--- config.mk ---
export PLATFORM = sky130hd
export DESIGN_NAME = ml_min_sched_flat
export DESIGN_NICKNAME = d
export VERILOG_FILES = /design/src/rtl/ml_min_sched_if.sv /design/src/rtl/ml_min_sched.sv /design/src/flat_wrapper.sv
export SDC_FILE = /design/constraint.sdc
export NUM_CORES = 1
export LEC_CHECK = 0
export BUFFER_PORTS_ARGS = -buffer_cell sky130_fd_sc_hd__buf_4
export CORE_ASPECT_RATIO = 1.2
export CORE_MARGIN = 2
export CORE_UTILIZATION = 60
export DETAILED_ROUTE_END_ITERATION = 16
export PLACE_DENSITY = 0.8
export SYNTH_ARGS = -nofsm -noshare
export SYNTH_HDL_FRONTEND = slang
export SYNTH_SLANG_ARGS = --single-unit
--- constraint.sdc ---
create_clock -name clk -period 32.8 [get_ports clk]
set_clock_uncertainty 0.2 [all_clocks]
set_input_delay 1.64 -clock clk [delete_from_list [all_inputs] [get_ports clk]]
set_output_delay 1.64 -clock clk [all_outputs]
set_load 0.01 [all_outputs]
--- src/rtl/ml_min_sched_if.sv ---
// Handshake and result bus of the time-multiplexed 4-PAM minimum-distance detector.
// The master drives the vector and out_ready; the slave (the detector) returns results.
interface ml_min_sched_if #(
  parameter int N = 16
);
  logic         in_valid;
  logic         in_ready;
  logic [N-1:0] xI1;
  logic [N-1:0] xQ1;
  logic [N-1:0] xI2;
  logic [N-1:0] xQ2;
  logic         out_valid;
  logic         out_ready;
  logic [N-1:0] min_dI1;
  logic [N-1:0] min_dQ1;
  logic [N-1:0] min_dI2;
  logic [N-1:0] min_dQ2;
  logic [2:0]   min_idx_dI1;
  logic [2:0]   min_idx_dQ1;
  logic [2:0]   min_idx_dI2;
  logic [2:0]   min_idx_dQ2;
  logic         busy;

  modport master (
    output in_valid, xI1, xQ1, xI2, xQ2, out_ready,
    input  in_ready, out_valid, busy,
    input  min_dI1, min_dQ1, min_dI2, min_dQ2,
    input  min_idx_dI1, min_idx_dQ1, min_idx_dI2, min_idx_dQ2
  );

  modport slave (
    input  in_valid, xI1, xQ1, xI2, xQ2, out_ready,
    output in_ready, out_valid, busy,
    output min_dI1, min_dQ1, min_dI2, min_dQ2,
    output min_idx_dI1, min_idx_dQ1, min_idx_dI2, min_idx_dQ2
  );
endinterface

--- src/rtl/ml_min_sched.sv ---
// Minimum squared distance search over the fixed 4-PAM candidate set, sharing one
// subtract/square/compare unit across all 16 (component, candidate) pairs.
module ml_min_sched #(
  parameter int N = 16,
  parameter int Q = 8
) (
  input  logic           clk,
  input  logic           rst_n,
  ml_min_sched_if.slave  bus
);

  typedef enum logic [1:0] {
    IDLE = 2'd0,
    CALC = 2'd1,
    DONE = 2'd2
  } state_t;

  localparam logic signed [N-1:0] V0 = N'(-3 * (1 << Q));
  localparam logic signed [N-1:0] V1 = N'(-1 * (1 << Q));
  localparam logic signed [N-1:0] V2 = N'( 1 * (1 << Q));
  localparam logic signed [N-1:0] V3 = N'( 3 * (1 << Q));

  localparam logic [2*N+1:0] D_MAX = {{(N+3){1'b0}}, {(N-1){1'b1}}};
  localparam logic [N-1:0]   D_SAT = {1'b0, {(N-1){1'b1}}};

  state_t             state;
  logic [1:0]         comp;
  logic [1:0]         cand;
  logic [3:0][N-1:0]  x_lat;
  logic [N-1:0]       run_min;
  logic [1:0]         run_idx;
  logic [3:0][N-1:0]  min_d_r;
  logic [3:0][1:0]    min_idx_r;
  logic               in_ready_r;
  logic               out_valid_r;
  logic               busy_r;

  logic signed [N-1:0]   x_sel;
  logic signed [N-1:0]   v_sel;
  logic signed [N:0]     diff;
  logic signed [2*N+1:0] diff_ext;
  logic [2*N+1:0]        sq;
  logic [2*N+1:0]        d_full;
  logic [N-1:0]          d_sat;
  logic                  take;
  logic [N-1:0]          best_d;
  logic [1:0]            best_idx;

  // Shared datapath: one candidate distance per cycle, sign-extended so nothing wraps.
  assign x_sel    = $signed(x_lat[comp]);
  assign diff     = {x_sel[N-1], x_sel} - {v_sel[N-1], v_sel};
  assign diff_ext = {{(N+1){diff[N]}}, diff};
  assign sq       = diff_ext * diff_ext;
  assign d_full   = sq >> Q;
  assign d_sat    = (d_full > D_MAX) ? D_SAT : d_full[N-1:0];

  // NOTE: every always_comb output gets a default first so no path can infer a latch.
  always_comb begin
    v_sel = V0;
    case (cand)
      2'd0:    v_sel = V0;
      2'd1:    v_sel = V1;
      2'd2:    v_sel = V2;
      default: v_sel = V3;
    endcase
  end

  // Strict less-than keeps the lower index on ties; cand 0 always seeds the search.
  always_comb begin
    take     = (cand == 2'd0) || (d_sat < run_min);
    best_d   = run_min;
    best_idx = run_idx;
    if (take) begin
      best_d   = d_sat;
      best_idx = cand;
    end
  end

  // NOTE: sequential state uses non-blocking assignments only, so every register
  // samples pre-edge values regardless of statement order.
  // NOTE: the latched vector and result registers are reset too, because their
  // post-reset contents are observable on the outputs.
  always_ff @(posedge clk or negedge rst_n) begin
    if (!rst_n) begin
      state       <= IDLE;
      comp        <= 2'd0;
      cand        <= 2'd0;
      x_lat       <= '0;
      run_min     <= '0;
      run_idx     <= 2'd0;
      min_d_r     <= '0;
      min_idx_r   <= '0;
      in_ready_r  <= 1'b1;
      out_valid_r <= 1'b0;
      busy_r      <= 1'b0;
    end else begin
      case (state)
        IDLE: begin
          if (bus.in_valid) begin
            x_lat      <= {bus.xQ2, bus.xI2, bus.xQ1, bus.xI1};
            comp       <= 2'd0;
            cand       <= 2'd0;
            in_ready_r <= 1'b0;
            busy_r     <= 1'b1;
            state      <= CALC;
          end
        end

        CALC: begin
          run_min <= best_d;
          run_idx <= best_idx;
          cand    <= cand + 2'd1;
          if (cand == 2'd3) begin
            min_d_r[comp]   <= best_d;
            min_idx_r[comp] <= best_idx;
            comp            <= comp + 2'd1;
            if (comp == 2'd3) begin
              busy_r      <= 1'b0;
              out_valid_r <= 1'b1;
              state       <= DONE;
            end
          end
        end

        DONE: begin
          if (bus.out_ready) begin
            out_valid_r <= 1'b0;
            in_ready_r  <= 1'b1;
            state       <= IDLE;
          end
        end

        default: begin
          state       <= IDLE;
          in_ready_r  <= 1'b1;
          out_valid_r <= 1'b0;
          busy_r      <= 1'b0;
        end
      endcase
    end
  end

  assign bus.in_ready    = in_ready_r;
  assign bus.out_valid   = out_valid_r;
  assign bus.busy        = busy_r;
  assign bus.min_dI1     = min_d_r[0];
  assign bus.min_dQ1     = min_d_r[1];
  assign bus.min_dI2     = min_d_r[2];
  assign bus.min_dQ2     = min_d_r[3];
  assign bus.min_idx_dI1 = {1'b0, min_idx_r[0]};
  assign bus.min_idx_dQ1 = {1'b0, min_idx_r[1]};
  assign bus.min_idx_dI2 = {1'b0, min_idx_r[2]};
  assign bus.min_idx_dQ2 = {1'b0, min_idx_r[3]};

endmodule

--- src/flat_wrapper.sv ---
// flat-port wrapper written by rule: the top's interface ports become plain ports
module ml_min_sched_flat 
#(
  parameter int N = 16,
  parameter int Q = 8
)
  (clk, rst_n, bus_in_valid, bus_xI1, bus_xQ1, bus_xI2, bus_xQ2, bus_out_ready, bus_in_ready, bus_out_valid, bus_busy, bus_min_dI1, bus_min_dQ1, bus_min_dI2, bus_min_dQ2, bus_min_idx_dI1, bus_min_idx_dQ1, bus_min_idx_dI2, bus_min_idx_dQ2);
  ml_min_sched_if #(.N(N)) bus_i ();
  input  logic clk;
  input  logic rst_n;
  input wire logic [$bits(bus_i.in_valid)-1:0] bus_in_valid;
  input wire logic [$bits(bus_i.xI1)-1:0] bus_xI1;
  input wire logic [$bits(bus_i.xQ1)-1:0] bus_xQ1;
  input wire logic [$bits(bus_i.xI2)-1:0] bus_xI2;
  input wire logic [$bits(bus_i.xQ2)-1:0] bus_xQ2;
  input wire logic [$bits(bus_i.out_ready)-1:0] bus_out_ready;
  output wire logic [$bits(bus_i.in_ready)-1:0] bus_in_ready;
  output wire logic [$bits(bus_i.out_valid)-1:0] bus_out_valid;
  output wire logic [$bits(bus_i.busy)-1:0] bus_busy;
  output wire logic [$bits(bus_i.min_dI1)-1:0] bus_min_dI1;
  output wire logic [$bits(bus_i.min_dQ1)-1:0] bus_min_dQ1;
  output wire logic [$bits(bus_i.min_dI2)-1:0] bus_min_dI2;
  output wire logic [$bits(bus_i.min_dQ2)-1:0] bus_min_dQ2;
  output wire logic [$bits(bus_i.min_idx_dI1)-1:0] bus_min_idx_dI1;
  output wire logic [$bits(bus_i.min_idx_dQ1)-1:0] bus_min_idx_dQ1;
  output wire logic [$bits(bus_i.min_idx_dI2)-1:0] bus_min_idx_dI2;
  output wire logic [$bits(bus_i.min_idx_dQ2)-1:0] bus_min_idx_dQ2;
  assign bus_i.in_valid = bus_in_valid;
  assign bus_i.xI1 = bus_xI1;
  assign bus_i.xQ1 = bus_xQ1;
  assign bus_i.xI2 = bus_xI2;
  assign bus_i.xQ2 = bus_xQ2;
  assign bus_i.out_ready = bus_out_ready;
  assign bus_in_ready = bus_i.in_ready;
  assign bus_out_valid = bus_i.out_valid;
  assign bus_busy = bus_i.busy;
  assign bus_min_dI1 = bus_i.min_dI1;
  assign bus_min_dQ1 = bus_i.min_dQ1;
  assign bus_min_dI2 = bus_i.min_dI2;
  assign bus_min_dQ2 = bus_i.min_dQ2;
  assign bus_min_idx_dI1 = bus_i.min_idx_dI1;
  assign bus_min_idx_dQ1 = bus_i.min_idx_dQ1;
  assign bus_min_idx_dI2 = bus_i.min_idx_dI2;
  assign bus_min_idx_dQ2 = bus_i.min_idx_dQ2;
  ml_min_sched #(.N(N), .Q(Q)) u_core (.clk(clk), .rst_n(rst_n), .bus(bus_i));
endmodule
==> flow_summary.ini <==
[yosys]
synth.top_cell.area_share = 0.302
yosys.area.top_type = fa_1
synth_edf_count = 0
yosys_register_bits = 163
synth-async-reset-ratio = 1.00
synthTopCellsByArea = fa_1 30%, dfrtp_1 23%, inv_1 7.7%
syn_inst = 1764
synthFlopType = dfrtp_1
syn_area_um2 = 17900
seq_area_frac_synth = 0.227
ys_types = 76
synth.avg_cell_area_um2 = 10.2
synth_warnings = 0

[clock_network]
cts_hold_buffers = 0
clockBufferDepth = 2
cts_tree = yes
cts_inserted_buffers = 17
cts_sinks = 163
post_cts_buffers = 0
clock_latency_ns = 0.44
cts_root_buf = clkbuf_16
htreeDepth = 4
cts-resized-gates = 0
clkTransAtPathRegs_ns = 0.07

[critical_path]
crit_family = adder cells
end_kind = flip-flop
cp.arrival_ns = 14.09
rrSetupSlack_ns = 18.83
r2r-start = u_core.comp[1]$_DFFE_PN0P_
critPathBufInv = 9
worst-setup-path-type = flip-flop to flip-flop
worstSetupStartpointType = flip-flop
reg2reg_depth = 48
critical_path.max_stage_delay_ns = 0.77
required_ns = 32.92
worstReg2RegEnd = u_core.run_idx[1]$_DFFE_PN0P_
cp_slowest_cell = and3_1
crit_fanout = 30

[detailed_routing]
drtIter0Drc = 1048
dr.pass1.iters = 5
ant_nets = 0
drc = 0
vias_per_cell = 5.88
avgRoutedWirePerCell_um = 19.6
wl_mm = 44.5
route.vias.total = 13400

[timing]
setup_viol = 0
worst_pin_slew_ns = 1.11
setup-tns-final_ns = 0
max_freq_mhz = 71.6
rsz0062_at_grt = false
fin_crit_ns = 13.97
fin_hold_ws_ns = 0.293
final_hold_viol_count = 0
report.final.slew_viol_count = 0
fin_crit_sh = 0.426
worst_slack_ns = 18.83
slew_headroom = 0.257

[worst_hold_path]
whs_path_depth = 2
min_path_type = flip-flop to flip-flop
whs_endpoint = u_core.bus.out_valid$_DFFE_PN0P_
hp-start = u_core.bus.out_valid$_DFFE_PN0P_

[die]
core_area_um2 = 29500
io_pins = 147
die_w_um = 162
die_h_um = 193
start_util = 0.608
rows = 69
die_area_um2 = 31300

[finish]
syn2layout_area_growth_pct = 10.7
final_layout_size_suffix_gt1_frac = 0.202
insertedDiodeCount = 0
nets = 2317

[run_status]
status = finished clean

[place]
dp_slack_ns = 19.11
io_buffers = 142
place_congestion = 0.966
hpwl_mm = 35.1

[grt]
track_usage = 0.300
grt_max_degree = 88
gr-total-overflow = 0
grt_pass1_vias = 14600
grt_pass1_wl_mm = 74.1
antenna_found_initial = 0

[flow_run]
cap_violations = 0
-- synthesized netlist by cell type, types with 10 or more instances --
library cell	count
nand2b_1	30
nand2_1	117
a31oi_1	16
dfrtp_1	162
o21a_1	10
o21ai_0	29
a21oi_1	44
mux2_2	75
or2_2	45
o22a_1	13
ha_1	110
nand4_1	13
nor2_1	118
inv_1	369
nand3_1	18
mux2i_1	11
o221a_2	40
clkbuf_1	55
o221a_1	16
a211oi_1	11
fa_1	271
xor2_1	14
a21o_1	16
xnor2_1	26
and3_1	11
-- metrics by stage --
stage | util | cells | cell area (um2)
2_1_floorplan | - | 1768 | 18000
3_3_place_gp | 0.653 | 2239 | 19300
3_5_place_dp | 0.653 | 2239 | 19300
4_1_cts | 0.673 | 2271 | 19900
5_1_grt | 0.673 | 2271 | 19900
6_report | 0.673 | 2271 | 19900
-- sequential cells by signal (all words and copies together) (netlist names), 2 cells and up --
name / flops
u_core.bus.min_dQ2: 16
u_core.comp: 2
u_core.bus.min_idx_dI2: 2
u_core.state: 2
u_core.run_idx: 2
u_core.bus.min_dQ1: 16
u_core.bus.min_dI2: 16
u_core.bus.min_idx_dI1: 2
u_core.bus.min_dI1: 16
u_core.bus.min_idx_dQ1: 2
u_core.cand: 2
u_core.x_lat: 64
u_core.run_min: 16
u_core.bus.min_idx_dQ2: 2
-- worst register-to-register path, delay by kind of cell, from the launching register on --
| kind | cells | cell delay [ns] |
|---|---|---|
| AO/OA/AOI/OAI | 14 | 3.48 |
| adder cells (fa/ha/maj) | 9 | 4.50 |
| buffers and inverters | 9 | 1.87 |
| flip-flops | 1 | 0.32 |
| multiplexers | 3 | 0.64 |
| AND/OR/NAND/NOR | 13 | 2.85 |
-- worst max path at each step --
stage,startpoint,end,depth (start not counted)
floorplan,u_core.comp[0]$_DFFE_PN0P_,u_core.bus.min_dI2[10]$_DFFE_PN0P_,47
global placement,u_core.comp[1]$_DFFE_PN0P_,u_core.run_idx[1]$_DFFE_PN0P_,46
detailed placement,u_core.comp[1]$_DFFE_PN0P_,u_core.run_idx[1]$_DFFE_PN0P_,46
CTS,u_core.comp[1]$_DFFE_PN0P_,u_core.run_idx[1]$_DFFE_PN0P_,46
global route,u_core.comp[1]$_DFFE_PN0P_,u_core.run_idx[1]$_DFFE_PN0P_,46
finish,u_core.comp[1]$_DFFE_PN0P_,u_core.run_idx[1]$_DFFE_PN0P_,48
-- cell families (layout without fill, tap and decap cells) --
| kind of cell | Yosys count | in the layout | synth area share |
|---|---|---|---|
| AO/OA/AOI/OAI | 241 | 241 | 0.106 |
| XOR/XNOR | 40 | 40 | 0.0195 |
| adder cells (fa/ha/maj) | 381 | 381 | 0.379 |
| buffers and inverters | 453 | 566 | 0.0987 |
| flip-flops | 163 | 163 | 0.227 |
| multiplexers | 95 | 95 | 0.0641 |
| other | 1 | 5 | 0.000209 |
| AND/OR/NAND/NOR | 390 | 390 | 0.105 |
-- routing by layer --
metal  up-vias  global-route usage  share of wire
li1       5852                   -              -
met1      6769               0.369           0.37
met2       593               0.526           0.52
met3       141              0.0455          0.076
met4         0               0.129          0.042
met5         -                   0              0
-- cell usage in the layout (no fill, tap or decap), types with 11 or more instances in the layout --
master,instances
a211oi_1,11
a21o_1,16
a21oi_1,44
a31oi_1,16
and3_1,11
buf_4,159
clkbuf_16,17
dfrtp_1,162
fa_1,271
ha_1,110
inv_1,369
mux2_2,75
mux2i_1,11
nand2_1,117
nand2b_1,30
nand3_1,18
nand4_1,13
nor2_1,117
o21ai_0,29
o221a_1,16
o221a_2,40
o22a_1,13
or2_2,45
xnor2_1,26
xor2_1,14
-- final cells by class --
type                            count  area (um2)
Multi-Input combinational cell   1152       12100
Fill cell                        2232        9660
Sequential cell                   163        4080
Inverter                          374        1410
Timing Repair Buffer              160        1200
Tap cell                          390         488
Clock buffer                       18         429
Clock inverter                     14         145
Power is left out: the tool's default activity adds up to more than one toggle a clock period on the data nets, which glitch-free logic cannot reach.
